**src/rtl/code_loader.sv**
```systemverilog
// code_loader: receives a byte stream and writes it into a code memory as 32-bit words.
// Stream layout: 4-byte big-endian word count N, then N big-endian words, then
// (only when LOADER_CHECKSUM_EN is defined) one XOR checksum byte over the data bytes.
// Optional feature macro: LOADER_CHECKSUM_EN (undefined by default: no CSUM state).
module code_loader #(
  parameter int unsigned CODE_SIZE = 32767
) (
  input  logic        clk,
  input  logic        rst,
  input  logic        start,
  input  logic        rx_valid,
  input  logic [7:0]  rx_data,
  output logic        we,
  output logic [31:0] w_addr,
  output logic [31:0] w_data,
  output logic        busy,
  output logic        done,
  output logic        err
);

  // Largest accepted word count; 33 bits so CODE_SIZE+1 cannot overflow.
  localparam logic [32:0] MAX_WORDS = 33'(CODE_SIZE) + 33'd1;

`ifdef LOADER_CHECKSUM_EN
  typedef enum logic [2:0] {
    ST_IDLE = 3'd0,
    ST_LEN  = 3'd1,
    ST_DATA = 3'd2,
    ST_CSUM = 3'd3,
    ST_DONE = 3'd4,
    ST_ERR  = 3'd5
  } state_t;
`else
  typedef enum logic [2:0] {
    ST_IDLE = 3'd0,
    ST_LEN  = 3'd1,
    ST_DATA = 3'd2,
    ST_DONE = 3'd4,
    ST_ERR  = 3'd5
  } state_t;
`endif

  state_t      state_q, state_d;
  logic [1:0]  byte_cnt_q, byte_cnt_d;   // byte position within the current 32-bit field
  logic [23:0] shift_q, shift_d;         // first three bytes of the field being assembled
  logic [31:0] len_q, len_d;             // word count N
  logic [31:0] word_idx_q, word_idx_d;   // index k of the next word to write
  logic        we_q, we_d;
  logic [31:0] w_addr_q, w_addr_d;
  logic [31:0] w_data_q, w_data_d;
  logic [31:0] assembled;                // current field completed with this cycle's byte
`ifdef LOADER_CHECKSUM_EN
  logic [7:0]  csum_q, csum_d;           // running XOR of all DATA bytes
`endif

  // State and datapath registers; reset forces every register to its idle value.
  always_ff @(posedge clk or posedge rst) begin
    if (rst) begin
      state_q    <= ST_IDLE;
      byte_cnt_q <= '0;
      shift_q    <= '0;
      len_q      <= '0;
      word_idx_q <= '0;
      we_q       <= 1'b0;
      w_addr_q   <= '0;
      w_data_q   <= '0;
`ifdef LOADER_CHECKSUM_EN
      csum_q     <= '0;
`endif
    end else begin
      state_q    <= state_d;
      byte_cnt_q <= byte_cnt_d;
      shift_q    <= shift_d;
      len_q      <= len_d;
      word_idx_q <= word_idx_d;
      we_q       <= we_d;
      w_addr_q   <= w_addr_d;
      w_data_q   <= w_data_d;
`ifdef LOADER_CHECKSUM_EN
      csum_q     <= csum_d;
`endif
    end
  end

  // Next-state logic: byte assembly, length check, word writes and checksum compare.
  always_comb begin
    state_d    = state_q;
    byte_cnt_d = byte_cnt_q;
    shift_d    = shift_q;
    len_d      = len_q;
    word_idx_d = word_idx_q;
    we_d       = 1'b0;
    w_addr_d   = w_addr_q;
    w_data_d   = w_data_q;
`ifdef LOADER_CHECKSUM_EN
    csum_d     = csum_q;
`endif
    assembled  = {shift_q, rx_data};

    case (state_q)
      // Not busy: only start matters; a byte arriving with start is dropped.
      ST_IDLE, ST_DONE, ST_ERR: begin
        if (start) begin
          state_d    = ST_LEN;
          byte_cnt_d = '0;
          shift_d    = '0;
          len_d      = '0;
          word_idx_d = '0;
`ifdef LOADER_CHECKSUM_EN
          csum_d     = '0;
`endif
        end
      end

      ST_LEN: begin
        if (rx_valid) begin
          shift_d    = assembled[23:0];
          byte_cnt_d = byte_cnt_q + 2'd1;
          if (byte_cnt_q == 2'd3) begin
            if (assembled == '0) begin
              state_d = ST_DONE;
            end else if ({1'b0, assembled} > MAX_WORDS) begin
              state_d = ST_ERR;
            end else begin
              state_d = ST_DATA;
              len_d   = assembled;
            end
          end
        end
      end

      ST_DATA: begin
        if (rx_valid) begin
          shift_d    = assembled[23:0];
          byte_cnt_d = byte_cnt_q + 2'd1;
`ifdef LOADER_CHECKSUM_EN
          csum_d     = csum_q ^ rx_data;
`endif
          if (byte_cnt_q == 2'd3) begin
            we_d       = 1'b1;
            w_addr_d   = word_idx_q;
            w_data_d   = assembled;
            word_idx_d = word_idx_q + 32'd1;
            if (word_idx_q == len_q - 32'd1) begin
`ifdef LOADER_CHECKSUM_EN
              state_d = ST_CSUM;
`else
              state_d = ST_DONE;
`endif
            end
          end
        end
      end

`ifdef LOADER_CHECKSUM_EN
      ST_CSUM: begin
        if (rx_valid) begin
          state_d = (rx_data == csum_q) ? ST_DONE : ST_ERR;
        end
      end
`endif

      default: state_d = ST_IDLE;
    endcase
  end

  // Output decode: status flags follow the state register directly.
  always_comb begin
    we     = we_q;
    w_addr = w_addr_q;
    w_data = w_data_q;
    done   = (state_q == ST_DONE);
    err    = (state_q == ST_ERR);
`ifdef LOADER_CHECKSUM_EN
    busy   = (state_q == ST_LEN) || (state_q == ST_DATA) || (state_q == ST_CSUM);
`else
    busy   = (state_q == ST_LEN) || (state_q == ST_DATA);
`endif
  end

endmodule

```
**config.mk**
```make
export PLATFORM = sky130hd
export DESIGN_NAME = code_loader
export DESIGN_NICKNAME = d
export VERILOG_FILES = /design/src/rtl/code_loader.sv
export SDC_FILE = /design/constraint.sdc
export NUM_CORES = 1
export LEC_CHECK = 0
export ABC_AREA = 0
export BUFFER_PORTS_ARGS = -buffer_cell sky130_fd_sc_hd__buf_2
export CAP_MARGIN = 20
export CELL_PAD_IN_SITES_DETAIL_PLACEMENT = 0
export CELL_PAD_IN_SITES_GLOBAL_PLACEMENT = 1
export CORE_AREA = 2 2 133 135
export CTS_CLUSTER_SIZE = 28
export DETAILED_ROUTE_END_ITERATION = 16
export DIE_AREA = 0 0 135 137
export PLACE_DENSITY = 0.83
export SLEW_MARGIN = 20
export SYNTH_ARGS = -nofsm -noshare
export SYNTH_HDL_FRONTEND = slang
export SYNTH_SLANG_ARGS = --single-unit
```
**constraint.sdc**
```tcl
create_clock -name clk -period 6.2 [get_ports clk]
set_clock_uncertainty 0.05 [all_clocks]
set_input_delay 0.31 -clock clk [delete_from_list [all_inputs] [get_ports clk]]
set_output_delay 0.31 -clock clk [all_outputs]
set_load 0.03 [all_outputs]
```
==> impl_metrics.yaml, run 1 <==
sta:
  whs_ns: 0.0304
  hold_violations: 0
  timing.slew.headroom_pct: 37.9
  setup_tns_ns: 0
  fmax_ghz: 0.290
  rsz0062_at_grt: "no"
  min_period_ns: 3.45
  finalCritPeriodShare_pct: 55.6
  worst_slew_pin_slew_ns: 0.931
  finalSetupViolCount: 0
  setup_ws_ns: 2.75
  slew_viol_final: 0
clock_network:
  cts_buffers: 17
  path_clk_slew_ns: 0.06
  cts_tree: "done"
  cts_max_level: 4
  cts.sinks: 158
  post-cts-setup-buffers: 0
  post_cts_resized: 0
  insertion_delay_ns: 0.43
  cts-root-buf: "clkbuf_16"
  cts_hold_buffers: 0
  cts_buffer_depth: 2
global_route:
  grt_pass1_wl_um: 29300
  grt_remaining_overflow: 0
  antenna_found_initial: 0
  grt_max_degree: 100
  grt_pass1_vias: 5583
  track_usage_pct: 20.2
synthesis:
  ys_ff_latch: 158
  netlist_top_cells_count: "nand2_1, dfrtp_1, o21ai_0"
  ys_warn_count: 0
  avgSynthCellArea_um2: 8.95
  syn-cell-area_mm2: 0.00758
  synthArstFlopShare_pct: 100
  ys.flop_type: "dfrtp_1"
  syn_nets: 862
  synth-seq-area-share_pct: 52.1
  synth_top_area_share_pct: 52.1
  synth_edf_count: 0
  synth.area.top_cells: "dfrtp_1, nand2_1, xor2_1, o21ai_0, xnor2_1"
  yosysMostFrequentCell: "nand2_1"
  ys_types: 59
  yosys.area.top_type: "dfrtp_1"
  syn_inst: 847
worst_hold_path:
  hp-class: "in2async"
routing:
  wirelength_um: 17400
  via_per_inst: 5.17
  routedWlPerCell_um: 15.2
  remaining_drc_errors: 0
  drt_iter0_drc: 305
  num_vias: 5915
  ant_nets: 0
  topRoutingLayerUsed: "met4"
  dr_wl_met2_um: 7920
  first_pass_iters: 4
  m1WireLength_um: 8540
  wl_met3_um: 563
worst_setup_path:
  cp_max_fo: 17
  worst-setup-path-type: "reg2reg"
  crit_path_start_kind: "register"
  worstPathRequired_ns: 6.48
  end_kind: "register"
  cp.arrival_ns: 3.73
power:
  powerDensity_mw_per_mm2: 413
  irDropWorstVdd_mv: 0.226
  leakage_uw: 0.00442
floorplanning:
  fp.dieW_um: 135
  die_h_um: 137
  ios: 80
  dieArea_mm2: 0.0185
  fp-row-count: 48
  coreArea_mm2: 0.0171
  initial_core_util_pct: 44.5
placement:
  placed_cells: 1113
  post-dp-hpwl_um: 12000
  gp_congestion: 0.866
  pre_cts_slack_ns: 2.78
  io_buffers: 79
final_layout:
  area_growth_pct: 15.0
  drive_gt1_share_pct: 15.8
  nFillCells: 1647
  num_antenna_cells: 0
  fin_nets: 922
  final_cells: 1145
  fin_util_pct: 51.1
status:
  status: "finished, final reports clean"
job:
  drv_cap: 0
==> routing by layer <==
layer	up-vias	track usage [%]
li1	2933	-
met1	2849	28.6
met2	108	31.2
met3	25	4.11
met4	0	6.89
met5	-	0
==> critical path, cell delays in order (launching register included) <==
cell and delay (ns):
dfrtp_1 0.43, inv_1 0.08, ha_1 0.23, nor3b_1 0.38, nand4_1 0.27, nand2b_1 0.30, xnor2_1 0.18, or4_1 0.48
nor4_2 0.39, a21oi_2 0.31, o21ai_0 0.26
==> layout by cell type (no fill, tap or decap), types with 10 or more instances in the layout <==
cell type  instances
clkbuf_16         17
o21ai_0           59
inv_1             25
nand4_1           11
nand3_1           18
xnor2_1           26
nand2b_1          10
and2_1            18
nor4_1            18
o21ai_2           10
nor3_1            11
nor2_1            51
buf_2             79
xor2_1            42
dfrtp_1          158
nand2_1          249
==> path summary, 6_finish.rpt <==
path                                       start                        end  slack, ns  depth (start not counted)
setup / recovery            len_q[0]$_DFFE_PP0P_      len_q[15]$_DFFE_PP0P_       2.75                         10
hold / removal                               rst     w_data[15]$_DFFE_PP0P_       0.03                          2
hold reg to reg            w_addr[9]$_DFFE_PP0P_      w_addr[9]$_DFFE_PP0P_       0.42                          2
min in group clk                      rx_data[3]     shift_q[3]$_DFFE_PP0P_       0.09                          3
setup reg to reg            len_q[0]$_DFFE_PP0P_      len_q[15]$_DFFE_PP0P_       2.75                         10
max in group asynchronous                    rst  word_idx_q[3]$_DFFE_PP0P_       4.79                          3
==> final cells by class <==
type                    instances  area (um^2)  area share (%)
multi-input cells             619         3360            38.6
inverters                      26          103            1.18
clock buffers                  22          474            5.44
well taps                     225          282            3.23
clock inverters                10          105            1.20
flip-flops and latches        158         3950            45.3
repair buffers                 85          440            5.05
==> per-stage QoR <==
stage          instance area (um^2)  power, uW
2_1_floorplan                  7580       2290
3_3_place_gp                   8140       2580
3_5_place_dp                   8140       2590
4_1_cts                        8720       3630
5_1_grt                        8720       3840
6_report                       8720       3600
==> state kept, by name, indices dropped and copies added (netlist names) <==
signal      count
w_addr         32
state_q         3
len_q          32
w_data         32
byte_cnt_q      2
we              1
word_idx_q     32
shift_q        24
==> power by group <==
part / internal (uW) / switching, uW / leakage [uW]
Clock: 590 / 433 / 0.000274
Sequential: 1160 / 171 / 0.00218
Combinational: 467 / 779 / 0.00196
Total: 2220 / 1380 / 0.00442
==> kinds of logic (layout without fill, tap and decap cells) <==
group,after synthesis,count (layout),synth area share [%]
flip-flops,158,158,52.1
AO/OA/AOI/OAI,115,115,9.65
XOR/XNOR,68,68,7.85
buffers and inverters,70,143,3.58
AND/OR/NAND/NOR,429,429,25.7
adder cells (fa/ha/maj),3,3,0.495
multiplexers,4,4,0.561
No activity file was read; power rests on OpenSTA's default activity.
==> run 2, diff against run 1 <==
clock period = 3.2 ns   (was 6.2 ns; I/O delays follow)
==> run 2 against run 1 <==
Via count rose by 1.3%. Critical path depth did not move. Clock-buffer cell count fell by 3. Clock power rose by 97%. Non-clock buffer count rose by 31. Sequential share of layout area fell by 1.7 points. Sequential power rose by 92%. Final area rose by 3.8%. Register-to-register slack got worse by 2.6 ns. Die area did not move. Critical endpoint is now len_q[12]$_DFFE_PP0P_. Highest routed layer is now met5.
==> impl_metrics.yaml, run 2 (synthesis gave the netlist of run 1 again) <==
floorplanning:
  initial_core_util_pct: 44.5
  coreArea_mm2: 0.0171
  die_h_um: 137
  dieArea_mm2: 0.0185
  ios: 80
  fp-row-count: 48
  fp.dieW_um: 135
clock_network:
  insertion_delay_ns: 0.43
  cts_tree: "done"
  cts_max_level: 4
  cts-root-buf: "clkbuf_16"
  cts_buffer_depth: 2
  cts_buffers: 17
  path_clk_slew_ns: 0.06
  cts.sinks: 158
  post-cts-setup-buffers: 0
power:
  leakage_uw: 0.00460
  powerDensity_mw_per_mm2: 802
  irDropWorstVdd_mv: 0.499
status:
  status: "finished, final reports clean"
routing:
  wirelength_um: 17700
  remaining_drc_errors: 0
  num_vias: 5991
  first_pass_iters: 5
  via_per_inst: 5.10
  routedWlPerCell_um: 15.0
  drt_iter0_drc: 366
  ant_nets: 0
sta:
  finalSetupViolCount: 0
  min_period_ns: 3.04
  slew_viol_final: 0
  worst_slew_pin_slew_ns: 0.939
  setup_tns_ns: 0
  timing.slew.headroom_pct: 37.4
  finalCritPeriodShare_pct: 95.1
  fmax_ghz: 0.328
  hold_violations: 0
worst_setup_path:
  worstPathRequired_ns: 3.49
  cp.arrival_ns: 3.33
  crit_buf_inv: 2
  cp_slowest_cell: "or4_1"
  crit_path_start_kind: "register"
  cp_max_fo: 16
  end_kind: "register"
  path_cells: "buf_4 -> nor2_1 -> nand3_1 -> a2111oi_1 -> o2111ai_1 -> or4_1 -> nor4_4 -> a21oi_2 -> buf_12 -> o21ai_0"
  slowest_delay_ns: 0.47
  critPathTopFamily: "simple AND/OR/NAND/NOR gates"
  worst-setup-path-type: "reg2reg"
job:
  drv_cap: 0
final_layout:
  drive_gt1_share_pct: 17.9
  fin_nets: 953
  area_growth_pct: 19.4
  nFillCells: 1611
  multi_input_area_mm2: 0.00340
  mostFrequentLayoutCells: "nand2_1, dfrtp_1, buf_2, o21ai_0, nor2_1"
  seqCellArea_mm2: 0.00395
  final_common_cell: "nand2_1"
  num_antenna_cells: 0
  final_cells: 1175
global_route:
  grt_pass1_vias: 5775
  antenna_found_initial: 2
  grt_max_degree: 73
  grt_pass1_wl_um: 29700
  grt_remaining_overflow: 0
  track_usage_pct: 20.5
placement:
  gp_congestion: 0.872
  post-dp-hpwl_um: 12600
  placed_cells: 1135
  io_buffers: 79
worst_hold_path:
  hp-class: "in2reg"
-- run 2: cell count changes in the layout (fill, tap and decap cells not counted), moves of 2 or more --
cell           before  now
buf_4               6   25
dlygate4sd3_1       0    9
buf_12              0    3
a2111oi_0           2    0
a2111oi_1           1    3
clkbuf_8            3    1
clkinv_2            0    2
nor3_1             11    9
-- run 2: timing repair --
item | CTS | global route
hold buffers | 9 | 0
hold endpoints to repair | 40 | 0
endpoints found under the setup margin | 2 | 17
gates resized for setup | 1 | 7
gates cloned | 0 | 0
-- run 2: area by class of cell --
cell class | count | area share [%]
Clock inverter | 12 | 1.52
Inverter | 26 | 1.12
Multi-Input combinational cell | 619 | 37.6
Clock buffer | 19 | 4.89
Tap cell | 225 | 3.11
Timing Repair Buffer | 116 | 8.10
Sequential cell | 158 | 43.7
-- run 2: worst paths after layout --
kind	endpoint	cells past startpoint	slack (ns)	startpoint
max in group asynchronous	word_idx_q[9]$_DFFE_PP0P_	4	1.94	rst
min in group asynchronous	w_data[12]$_DFFE_PP0P_	3	0.34	rst
worst min register to register	w_addr[29]$_DFFE_PP0P_	2	0.42	w_addr[29]$_DFFE_PP0P_
worst min-delay path	state_q[2]$_DFFE_PP0P_	5	0.27	start
worst max register to register	len_q[12]$_DFFE_PP0P_	10	0.16	len_q[6]$_DFFE_PP0P_
worst max-delay path	len_q[12]$_DFFE_PP0P_	10	0.16	len_q[6]$_DFFE_PP0P_
-- run 2: stage by stage --
stage	power (uW)	utilization, %	worst slack [ns]	hold WS (ns)	cell area, um^2
floorplan	4440	-	0.295	0.246	7590
global placement	5220	48.9	0.0723	0.269	8340
detailed placement	5230	48.9	0.0483	0.268	8340
CTS	7280	52.9	0.0762	0.268	9020
global route	7750	53.1	-0.0601	0.322	9050
finish	7260	53.1	0.156	0.275	9050
-- run 2: power breakdown --
part	internal (uW)	switching, uW	total (uW)
Combinational	1090	1600	2690
Sequential	2250	308	2560
Clock	1170	835	2010
-- run 2: per-layer routing --
metal	share of wire (%)	GRT usage, %	routed length [um]	up-vias
li1	-	-	-	2991
met1	47	27.3	8360	2839
met2	46	32.3	8200	121
met3	3.4	4.85	602	36
met4	2.6	8.45	462	4
met5	0.15	0	27	-
-- run 2: worst reg2reg max path: stages (launching register included) --
cell and delay, ns:
dfrtp_1 0.40, buf_4 0.17, nor2_1 0.26, nand3_1 0.15
a2111oi_1 0.46, o2111ai_1 0.16, or4_1 0.47, nor4_4 0.36
a21oi_2 0.13, buf_12 0.17, o21ai_0 0.19
